==> src/rtl/fifo_pkg.sv <==
// Shared constants and types for the FIFO read-side drain stage.
package fifo_pkg;

  localparam int DW_DEFAULT = 32;
  localparam int BEAT_CNT_W = 16;
  localparam int OBUF_DEPTH = 3;

  typedef logic [1:0] occ_t;

endpackage

==> src/rtl/stream_obuf.sv <==
// Three-entry register FIFO; entry 0 is the head and drives the stream directly.
module stream_obuf
  import fifo_pkg::*;
#(
  parameter int DW = DW_DEFAULT
) (
  input  logic          clk,
  input  logic          rst_n,
  input  logic          push_i,
  input  logic [DW-1:0] push_data_i,
  input  logic          pop_i,
  output logic [1:0]    occ_o,
  output logic [DW-1:0] head_o
);

  logic [DW-1:0] mem_q [OBUF_DEPTH];
  logic [DW-1:0] mem_d [OBUF_DEPTH];
  occ_t          occ_q, occ_d;
  occ_t          wr_idx;
  logic          pop;

  assign pop = pop_i && (occ_q != '0);

  // NOTE: every always_comb output gets a default first so no path leaves a latch.
  always_comb begin
    mem_d  = mem_q;
    occ_d  = occ_q;
    wr_idx = occ_q;
    if (pop) begin
      for (int i = 0; i < OBUF_DEPTH - 1; i++) begin
        mem_d[i] = mem_q[i+1];
      end
      wr_idx = occ_q - 2'd1;
      occ_d  = occ_q - 2'd1;
    end
    // A push lands behind the last surviving entry, so push+pop keeps order.
    if (push_i) begin
      for (int i = 0; i < OBUF_DEPTH; i++) begin
        if (wr_idx == occ_t'(i)) mem_d[i] = push_data_i;
      end
      occ_d = occ_d + 2'd1;
    end
  end

  // NOTE: the storage is reset too, so the head register (m_data) is 0 out of reset.
  always_ff @(posedge clk or negedge rst_n) begin
    if (!rst_n) begin
      occ_q <= '0;
      for (int i = 0; i < OBUF_DEPTH; i++) begin
        mem_q[i] <= '0;
      end
    end else begin
      occ_q <= occ_d;
      mem_q <= mem_d;
    end
  end

  assign occ_o  = occ_q;
  assign head_o = mem_q[0];

  no_overflow_a: assert property (@(posedge clk) disable iff (!rst_n)
    !(push_i && (occ_q == occ_t'(OBUF_DEPTH))));

endmodule

==> src/rtl/fifo_stream_drain.sv <==
// Pops a 1-cycle-latency FIFO with credit-limited reads and presents a framed valid/ready stream.
module fifo_stream_drain
  import fifo_pkg::*;
#(
  parameter int dw      = DW_DEFAULT,
  parameter int PKT_LEN = 16
) (
  input  logic                  clk,
  input  logic                  rst_n,
  input  logic                  drain_en,
  input  logic                  fifo_empty,
  input  logic [dw-1:0]         fifo_dout,
  output logic                  fifo_ren,
  output logic                  m_valid,
  input  logic                  m_ready,
  output logic [dw-1:0]         m_data,
  output logic                  m_last,
  output logic [BEAT_CNT_W-1:0] beat_cnt
);

  localparam logic [BEAT_CNT_W-1:0] LAST_BEAT = BEAT_CNT_W'(PKT_LEN - 1);

  logic                  inflight_q;
  logic [BEAT_CNT_W-1:0] beat_q, beat_d;
  logic [1:0]            occ;
  logic [2:0]            credit_used;
  logic                  xfer;

  stream_obuf #(.DW(dw)) u_obuf (
    .clk         (clk),
    .rst_n       (rst_n),
    .push_i      (inflight_q),
    .push_data_i (fifo_dout),
    .pop_i       (xfer),
    .occ_o       (occ),
    .head_o      (m_data)
  );

  // Credits count the buffer plus the word still in flight; m_ready is deliberately absent.
  assign credit_used = {1'b0, occ} + {2'b00, inflight_q};
  assign fifo_ren    = rst_n && drain_en && !fifo_empty && (credit_used < 3'(OBUF_DEPTH));

  assign m_valid  = (occ != 2'd0);
  assign xfer     = m_valid && m_ready;
  assign m_last   = m_valid && (beat_q == LAST_BEAT);
  assign beat_cnt = beat_q;

  always_comb begin
    beat_d = beat_q;
    if (xfer) beat_d = (beat_q == LAST_BEAT) ? '0 : beat_q + BEAT_CNT_W'(1);
  end

  // NOTE: sequential state uses non-blocking assignments only.
  always_ff @(posedge clk or negedge rst_n) begin
    if (!rst_n) begin
      inflight_q <= 1'b0;
      beat_q     <= '0;
    end else begin
      inflight_q <= fifo_ren;
      beat_q     <= beat_d;
    end
  end

endmodule

==> config.mk <==
export PLATFORM = sky130hd
export DESIGN_NAME = fifo_stream_drain
export DESIGN_NICKNAME = d
export VERILOG_FILES = /design/src/rtl/fifo_pkg.sv /design/src/rtl/stream_obuf.sv /design/src/rtl/fifo_stream_drain.sv
export SDC_FILE = /design/constraint.sdc
export NUM_CORES = 1
export LEC_CHECK = 0
export BUFFER_PORTS_ARGS = -buffer_cell sky130_fd_sc_hd__buf_2
export CAP_MARGIN = 20
export CORE_MARGIN = 3
export CORE_UTILIZATION = 58
export DETAILED_ROUTE_END_ITERATION = 8
export HOLD_SLACK_MARGIN = 0.02
export PLACE_DENSITY = 0.81
export SYNTH_ARGS = -nofsm -noshare
export SYNTH_HDL_FRONTEND = slang
export SYNTH_SLANG_ARGS = --single-unit
export TNS_END_PERCENT = 20
==> constraint.sdc <==
create_clock -name clk -period 2.5 [get_ports clk]
set_clock_uncertainty 0.1 [all_clocks]
set_input_delay 0.375 -clock clk [delete_from_list [all_inputs] [get_ports clk]]
set_output_delay 0.375 -clock clk [all_outputs]
set_load 0.02 [all_outputs]
==> results.cfg, run 1 <==
[global_routing]
grt_usage_pct = 23.9
antenna_found_initial = 0
grt_pass1_vias = 4459
overflow = 0
grt_pass1_wl_mm = 21.9
grt_start_max_net_pins = 60

[route]
wl_per_cell_um = 16.3
ant_nets = 0
vias = 4157
drc = 0
dr.pass1.iters = 5
drt-total-wl_mm = 12.8
via_per_inst = 5.30
drtIter0Drc = 245

[clock_tree]
cts_buffers = 17
root_buffer = clkbuf_8
cts_max_level = 4
clk_path_buf_depth = 2
clkTransAtPathRegs_ns = 0.06
clock_latency_ns = 0.53
cts_tree = built
cts.sinks = 115

[timing]
finalHoldViolCount = 0
finalSetupViolCount = 0
min_period_ns = 2.39
fmax_mhz = 418
setup_ws_ns = 0.109
relSlewSlack_pct = 51.1
finalCritPeriodShare_pct = 95.6
drv_slew = 0
tns_ns = 0
worst_slew_pin_slew_ns = 0.733

[logic_synthesis]
syn-num-nets = 590
syn_inst = 549
ys_seq_elements = 115
yosys.cell_types.count = 34
seq_area_frac_synth_pct = 47.6
synth_largest_area_cell = dfrtp_1
synth_area_leaders = dfrtp_1 48%, mux2_4 22%, nand2_1 13%
avgSynthCellArea_um2 = 11.0
yosysWarnings = 0
synth.top_cell.area_share_pct = 47.6
netlist_area_mm2 = 0.00604

[power_and_ir_drop]
power.leakage_nw = 3.96
total_power_mw = 8.56
p_per_area_mw_per_mm2 = 1180
peakVddDrop_v = 0.000624

[critical_path]
path_depth = 4
r2r_cells = 7
reg2reg_from = u_obuf.occ_o[1]
crit_end = m_last
cp_slowest_cell = nor4_1
r2r_slack_ns = 0.12
cp-start-kind = flop
max_stage_delay_ns = 0.44
startpoint = beat_cnt[12]
path_cells = nor4_1 -> nand4_1 -> nor2_1 -> buf_2
cp.arrival_ns = 1.92
crit_path_end_kind = output port
cp_max_fo = 5
cp_num_buf_inv = 1
critical_path.top_delay_family = simple AND/OR/NAND/NOR gates
required_ns = 2.03
r2r-end = u_obuf.mem_q[33]
worstSetupPathType = flop to output port

[floorplan]
die_w_um = 108
ios = 88
die_h_um = 108
die_area_mm2 = 0.0117
rows = 36
core_area_mm2 = 0.00995
start_util_pct = 60.7

[cells_and_area]
nets = 680
nFillCells = 662
stdcell_area_mm2 = 0.00725
final_layout_size_suffix_gt1_share_pct = 37.4
regArea_mm2 = 0.00288
n_antenna_cell = 0
multiInputGateArea_mm2 = 0.00275
area_delta_synth_final_pct = 20.0

[min_path]
hold_class = primary input to flop

[run]
cap_violations = 0

[placed_design]
placed_cell_area_mm2 = 0.00638
dpl.hpwl_mm = 7.92
dp_slack_ns = 0.125
port_buffers = 87
gp_congestion = 0.805

[outcome]
status = finished, final reports clean
-- logic make-up after synthesis --
group	share of synthesized area, %
compound gates	1.60
xor+xnor	2.18
fa+ha+maj	0.829
buf+inv	7.35
flops	47.6
mux	23.5
simple gates	16.9
-- metal layers --
metal  vias up  GRT usage [%]  wire [µm]
met4         0           10.0        306
li1       1938              -          -
met3        29           4.90        444
met2        97           39.4       6470
met5         -              0          0
met1      2093           30.9       5600
-- layout by cell type (no fill, tap or decap), types with 4 or more instances in the layout --
cell and n:
xor2_1 6, mux2_4 90, nand2_1 205, nor3_1 5, mux2_2 6, dlygate4sd3_1 27, buf_4 12, inv_1 4
buf_12 4, nor2_1 9, buf_2 85, dfrtp_1 114, xnor2_1 9, clkinvlp_4 7, o21ai_0 5, nand3_1 8
clkbuf_16 16
-- cell usage after synthesis --
cell type and count:
nand2b_4 1, a21oi_1 1, and3_1 2, nor3_2 3, nand4_1 2, clkbuf_1 8, xnor2_1 9, nor4_2 1
nor2b_2 1, nor3b_1 1, nand2b_1 1, nor4_1 3, nand3b_1 1, o31a_1 1, xor2_1 6, a2111oi_0 1
nor3_1 5, nand2_1 205, mux2_2 6, inv_1 4, o21ai_4 3, nor3_4 1, inv_2 1, nor2_1 9
o21ai_0 5, mux2_4 90, or3_1 1, buf_4 32, nand3_1 8, dfrtp_1 115, buf_6 10, buf_2 7
ha_1 4, clkbuf_4 1
-- report_power, final --
group          switching, mW  total, mW  internal (mW)
Combinational           1.57       3.25           1.69
Sequential             0.466       3.06           2.59
Clock                  0.928       2.25           1.32
Total                   2.96       8.56           5.60
-- worst min-delay path by stage --
stage                       startpoint  slack (ns)  cells past startpoint               end
after floorplan                  rst_n       -0.02                      0       beat_cnt[0]
after global placement    beat_cnt[15]        0.38                      1      beat_cnt[15]
after detailed placement  beat_cnt[15]        0.39                      1      beat_cnt[15]
after CTS                 fifo_dout[6]        0.02                      2  u_obuf.mem_q[38]
after global routing      fifo_dout[5]        0.03                      2   u_obuf.mem_q[5]
final                     fifo_dout[6]        0.03                      2  u_obuf.mem_q[38]
-- state kept, by name, indices dropped and copies added, names as in the netlist --
signal         flops
beat_cnt          16
u_obuf.occ_o       2
u_obuf.mem_q      64
u_obuf.head_o     32
inflight_q         1
-- per-stage QoR --
| stage | util, % | instances | hold slack, ns |
|---|---|---|---|
| global route | 72.8 | 785 | 0.0253 |
| global placement | 64.1 | 725 | 0.377 |
| detailed placement | 64.1 | 725 | 0.385 |
| floorplan | - | 549 | -0.0206 |
| finish | 72.8 | 785 | 0.0341 |
| CTS | 72.6 | 785 | 0.0205 |
-- cell type report --
type                       instances  share of cell area, %
clock buffer                      17                   5.72
clock inverter                    15                   1.88
inverter                           5                  0.259
multi-input combinational        371                   38.0
sequential                       115                   39.7
tap                              133                   2.30
timing repair buffer             129                   12.1
-- timing repair --
item / CTS / global route
resized for setup: 4 / 2
buffers inserted: 1 / 0
hold endpoints to repair: 181 / 0
setup endpoints to repair: 1 / 2
hold buffers: 27 / 0
pin swaps: 0 / 1
(Power assumes the default switching activity.)
==> run 2, diff against run 1 <==
--- a/config.mk
+++ b/config.mk
@@ -11,7 +11,7 @@
 export CORE_UTILIZATION = 58
 export DETAILED_ROUTE_END_ITERATION = 8
 export HOLD_SLACK_MARGIN = 0.02
-export PLACE_DENSITY = 0.81
+export PLACE_DENSITY = 0.83
 export SYNTH_ARGS = -nofsm -noshare
 export SYNTH_HDL_FRONTEND = slang
 export SYNTH_SLANG_ARGS = --single-unit
==> run 2 against run 1 <==
Sequential power barely moved. Clock power rose by 20%. Non-clock buffer count fell by 3. Die area did not move. Sequential share of layout area fell by 0.45 points. Register-to-register slack improved by 0.03 ns. Critical path type unchanged. Clock-buffer cell count rose by 1. Worst hold slack improved by 0.0097 ns. Final cell count fell by 0.38%. Fmax fell by 1.8%. Via count fell by 0.70%. Highest routed layer unchanged.
==> results.cfg, run 2 (synthesis gave the netlist of run 1 again) <==
[placed_design]
dpl.hpwl_mm = 7.62
port_buffers = 87
gp_congestion = 0.801
dp_slack_ns = 0.183

[timing]
rsz0062_at_grt = no
finalSetupViolCount = 0
drv_slew = 0
finalHoldViolCount = 0
min_period_ns = 2.43
tns_ns = 0
fmax_mhz = 411
setup_ws_ns = 0.0664
finalCritPeriodShare_pct = 97.3
worst_slew_pin_slew_ns = 0.593
relSlewSlack_pct = 60.4

[clock_tree]
clk_path_buf_depth = 2
cts_tree = built
cts_buffers = 17
clock_latency_ns = 0.52
cts_max_level = 4
cts.sinks = 115
clkTransAtPathRegs_ns = 0.06
root_buffer = clkbuf_8

[cells_and_area]
nets = 677
top_register = u_obuf.mem_q
n_antenna_cell = 0
largest_reg_flops = 64
nFillCells = 634
finish.utilization_pct = 73.6
final_layout_size_suffix_gt1_share_pct = 37.3
final_common_cell = nand2_1
mostFrequentLayoutCells = 205 x nand2_1, 114 x dfrtp_1, 90 x mux2_4
area_delta_synth_final_pct = 21.3

[route]
drc = 0
drt-total-wl_mm = 12.9
dr.pass1.iters = 4
drtIter0Drc = 217
via_per_inst = 5.28
vias = 4128
wl_per_cell_um = 16.5
ant_nets = 0

[power_and_ir_drop]
p_per_area_mw_per_mm2 = 1230
power.leakage_nw = 4.02
total_power_mw = 8.98
peakVddDrop_v = 0.000491

[floorplan]
start_util_pct = 60.7
rows = 36
die_w_um = 108
die_h_um = 108
die_area_mm2 = 0.0117
ios = 88
core_area_mm2 = 0.00995

[critical_path]
required_ns = 2.03
crit_path_end_kind = output port
cp-start-kind = flop
cp_max_fo = 2
cp.arrival_ns = 1.96
worstSetupPathType = flop to output port

[global_routing]
overflow = 0
grt_pass1_vias = 4318
antenna_found_initial = 0
grt_start_max_net_pins = 116
grt_usage_pct = 23.9
grt_pass1_wl_mm = 21.7

[min_path]
hold_class = primary input to flop

[run]
cap_violations = 0

[outcome]
status = finished, final reports clean
run 2: timing repair:
item	CTS	global route
buffers inserted	1	1
pin swaps	1	1
setup endpoints to repair	1	1
hold endpoints to repair	175	0
hold buffers	26	0
resized for setup	4	1
cloned	0	0
run 2: cell type report:
cell class | count | area, µm² | share of cell area [%]
clock buffers | 18 | 428 | 5.84
well taps | 133 | 166 | 2.27
repair buffers | 126 | 848 | 11.6
inverters | 5 | 18.8 | 0.256
clock inverters | 14 | 234 | 3.19
flip-flops and latches | 115 | 2880 | 39.3
multi-input cells | 371 | 2750 | 37.6
run 2: worst max-delay path, cell delays in order, from the launching register on:
cell and delay [ns]:
dfrtp_2 0.41, ha_1 0.21, ha_4 0.23, a2111oi_4 0.38, buf_4 0.21
run 2: power breakdown:
| group | total [mW] | internal, mW | switching (mW) |
|---|---|---|---|
| Sequential | 3.06 | 2.59 | 0.467 |
| Clock | 2.70 | 1.84 | 0.855 |
| Combinational | 3.22 | 1.67 | 1.55 |
| Total | 8.98 | 6.10 | 2.88 |
run 2: metrics by stage:
stage / area (µm²) / hold WS, ns / cells
2_1_floorplan: 6040 / -0.0206 / 549
3_3_place_gp: 6360 / 0.377 / 722
3_5_place_dp: 6360 / 0.382 / 722
4_1_cts: 7310 / 0.0210 / 781
5_1_grt: 7330 / 0.0248 / 782
6_report: 7330 / 0.0438 / 782
run 2: worst paths after layout:
path | start | endpoint | slack, ns | cells past startpoint
max | u_obuf.occ_o[0] | fifo_ren | 0.07 | 4
min | fifo_dout[25] | u_obuf.mem_q[57] | 0.04 | 2
max reg2reg | u_obuf.occ_o[0] | u_obuf.head_o[0] | 0.15 | 8
min reg2reg | beat_cnt[15] | beat_cnt[15] | 0.39 | 1
max in group asynchronous | rst_n | u_obuf.occ_o[0] | 1.39 | 3
min in group asynchronous | rst_n | inflight_q | 0.49 | 3
run 2: metal layers:
metal	global-route usage [%]	part of all wire [%]	up-vias
met1	30.3	43	2038
met5	0	0	-
met3	5.61	3.8	33
met4	9.38	2.2	0
met2	40.0	51	120
li1	-	-	1937
==> run 3, diff against run 2 <==
--- a/config.mk
+++ b/config.mk
@@ -5,13 +5,15 @@
 export SDC_FILE = /design/constraint.sdc
 export NUM_CORES = 1
 export LEC_CHECK = 0
+export ABC_AREA = 1
 export BUFFER_PORTS_ARGS = -buffer_cell sky130_fd_sc_hd__buf_2
-export CAP_MARGIN = 20
+export CAP_MARGIN = 15
+export CORE_ASPECT_RATIO = 0.7
 export CORE_MARGIN = 3
-export CORE_UTILIZATION = 58
+export CORE_UTILIZATION = 57
 export DETAILED_ROUTE_END_ITERATION = 8
 export HOLD_SLACK_MARGIN = 0.02
-export PLACE_DENSITY = 0.83
+export PLACE_DENSITY = 0.82
 export SYNTH_ARGS = -nofsm -noshare
 export SYNTH_HDL_FRONTEND = slang
 export SYNTH_SLANG_ARGS = --single-unit
==> run 3 against run 2 <==
Largest cell class unchanged. Core utilization decreased by 4.9 points. Combinational power decreased by 14%. Die area decreased by 0.35%. Via count increased by 26%.
==> results.cfg, run 3 <==
[cells_and_area]
n_antenna_cell = 0
finish.utilization_pct = 68.7
final_common_cell = nand2_1
final_layout_size_suffix_gt1_share_pct = 15.8
largest_reg_flops = 64
mostFrequentLayoutCells = 373 x nand2_1, 114 x dfrtp_1, 86 x buf_2
top_register = u_obuf.mem_q
area_delta_synth_final_pct = 14.9
fin_cells = 990
nets = 891

[timing]
fmax_mhz = 429
relSlewSlack_pct = 55.2
tns_ns = 0
min_period_ns = 2.33
finalCritPeriodShare_pct = 93.1
finalSetupViolCount = 0
worst_slew_pin_slew_ns = 0.673
rsz0062_at_grt = no
finalHoldViolCount = 0
drv_slew = 0

[critical_path]
crit_end = u_obuf.head_o[24]
cp.arrival_ns = 2.55
cp-start-kind = flop
worst_path_most_repeated_cell = nand2_1
startpoint = u_obuf.occ_o[0]
required_ns = 2.72
path_depth = 9
r2r_cells = 9
max_stage_delay_ns = 0.42
r2r-end = u_obuf.head_o[24]
crit_path_end_kind = flop
cp_max_fo = 40
r2r_slack_ns = 0.17
path_cells = inv_1 -> ha_1 -> nor2_4 -> buf_4 -> buf_4 -> nand2_1 -> nand2_1 -> nand2_1 -> o21ai_1
cp_num_buf_inv = 3
critical_path.top_delay_family = buffers and inverters
reg2reg_from = u_obuf.occ_o[0]
worstSetupPathType = flop to flop
cp_slowest_cell = buf_4

[route]
drtIter0Drc = 432
drt-total-wl_mm = 14.1
ant_nets = 0
drc = 0
via_per_inst = 5.25
wl_per_cell_um = 14.2
vias = 5198
dr.pass1.iters = 5

[placed_design]
dpl.hpwl_mm = 8.41
port_buffers = 87
gp_congestion = 0.853
dp.cells = 958

[global_routing]
grt_usage_pct = 25.2
overflow = 0
grt_pass1_vias = 4922
antenna_found_initial = 2
grt_start_max_net_pins = 116
grt_pass1_wl_mm = 23.3

[outcome]
status = finished, final reports clean

[floorplan]
rows = 30
die_h_um = 91.1
ios = 88
die_area_mm2 = 0.0116
die_w_um = 128
core_area_mm2 = 0.00987
start_util_pct = 59.8

[logic_synthesis]
syn_inst = 802
avgSynthCellArea_um2 = 7.36
seq_area_frac_synth_pct = 48.7
async_reset_ff_share_pct = 100
synth_commonest_cells = 373 x nand2_1, 115 x dfrtp_1, 70 x inv_1, 64 x o21ai_1, 51 x nand3_1
synth.top_cell.area_share_pct = 48.7
yosys.cell_types.count = 24
synth_top_flop_cell = dfrtp_1
synth_largest_area_cell = dfrtp_1
ys_seq_elements = 115
yosysMostFrequentCell = nand2_1
syn-num-nets = 843
netlist_area_mm2 = 0.00590
synth_area_leaders = dfrtp_1 49%, nand2_1 24%, o21ai_1 5.4%
synth_edf_count = 0
yosysWarnings = 0

[clock_tree]
root_buffer = clkbuf_16
postCtsResizedCells = 0
clock_latency_ns = 0.41
clkTransAtPathRegs_ns = 0.05
cts_tree = built
cts_buffers = 17
cts_max_level = 4
clk_path_buf_depth = 2
cts.sinks = 115

[power_and_ir_drop]
power.leakage_nw = 3.85
p_per_area_mw_per_mm2 = 1200
peakVddDrop_v = 0.000677

[min_path]
hold_class = primary input to flop

[run]
cap_violations = 0
==> run 3: cell types whose count changed in the layout (fill, tap and decap cells not counted), sizes merged, moves of 8 or more <==
cell,delta
nor3,-8
nand2,+171
nand3,+45
inv,+66
o21ai,+63
dlygate4sd3,-25
mux2,-96
xnor2,-9
clkbuf,+10
nor2,+24
==> run 3: worst min-delay path by stage <==
stage	cells after the start	to	slack, ns	start
3_5_place_dp	2	u_obuf.mem_q[27]	0.38	u_obuf.mem_q[27]
2_1_floorplan	0	beat_cnt[0]	-0.02	rst_n
4_1_cts	3	u_obuf.mem_q[54]	0.1	fifo_dout[22]
3_3_place_gp	2	u_obuf.mem_q[23]	0.37	u_obuf.mem_q[23]
6_report	3	u_obuf.mem_q[61]	0.11	fifo_dout[29]
5_1_grt	3	u_obuf.mem_q[61]	0.11	fifo_dout[29]
==> run 3: cell families (layout without fill, tap and decap cells) <==
group | count (synthesis) | after routing | share of synthesized area, %
AO/OA/AOI/OAI | 73 | 73 | 6.27
flip-flops | 115 | 115 | 48.7
adder cells (fa/ha/maj) | 4 | 4 | 0.848
buffers and inverters | 140 | 200 | 11.7
XOR/XNOR | 4 | 4 | 0.593
AND/OR/NAND/NOR | 466 | 466 | 31.8
==> run 3: worst min-delay path, stage by stage <==
cell	delay, ns
buf_2	0.09
nand3_1	0.07
nand2_1	0.06
==> run 3: what timing repair did <==
| action | in CTS | in global routing |
|---|---|---|
| setup buffers | 0 | 0 |
| hold buffers | 1 | 0 |
| hold endpoints to repair | 34 | 0 |
==> run 3: metrics by stage <==
stage          hold slack (ns)  cell area [µm²]  setup WS [ns]  total power [mW]
2_1_floorplan          -0.0206             5900          0.730              5.16
3_3_place_gp             0.371             6180          0.332              5.61
3_5_place_dp             0.379             6180          0.234              5.73
4_1_cts                 0.0979             6780          0.196              8.15
5_1_grt                  0.106             6780         0.0184              8.69
6_report                 0.113             6780          0.172              8.13
==> run 3: power breakdown <==
group	internal, mW	total [mW]	switching [mW]	leakage (nW)
Combinational	0.933	2.78	1.85	2.09
Clock	1.57	2.37	0.800	0.293
Sequential	2.55	2.98	0.428	1.46
Total	5.05	8.13	3.08	3.85
==> run 3: cell type report <==
type                            count  area (µm²)
Clock buffer                       28         547
Clock inverter                      3        40.0
Fill cell                         778        3090
Inverter                           71         267
Multi-Input combinational cell    547        2340
Sequential cell                   115        2880
Tap cell                          128         160
Timing Repair Buffer               98         548
==> run 3: per-layer routing <==
| metal | GRT usage, % | share of wire [%] | wire length [µm] |
|---|---|---|---|
| met1 | 33.1 | 43 | 6110 |
| met5 | 0 | 0.19 | 27 |
| met4 | 9.54 | 1.1 | 160 |
| met2 | 40.4 | 48 | 6830 |
| met3 | 6.41 | 6.8 | 958 |
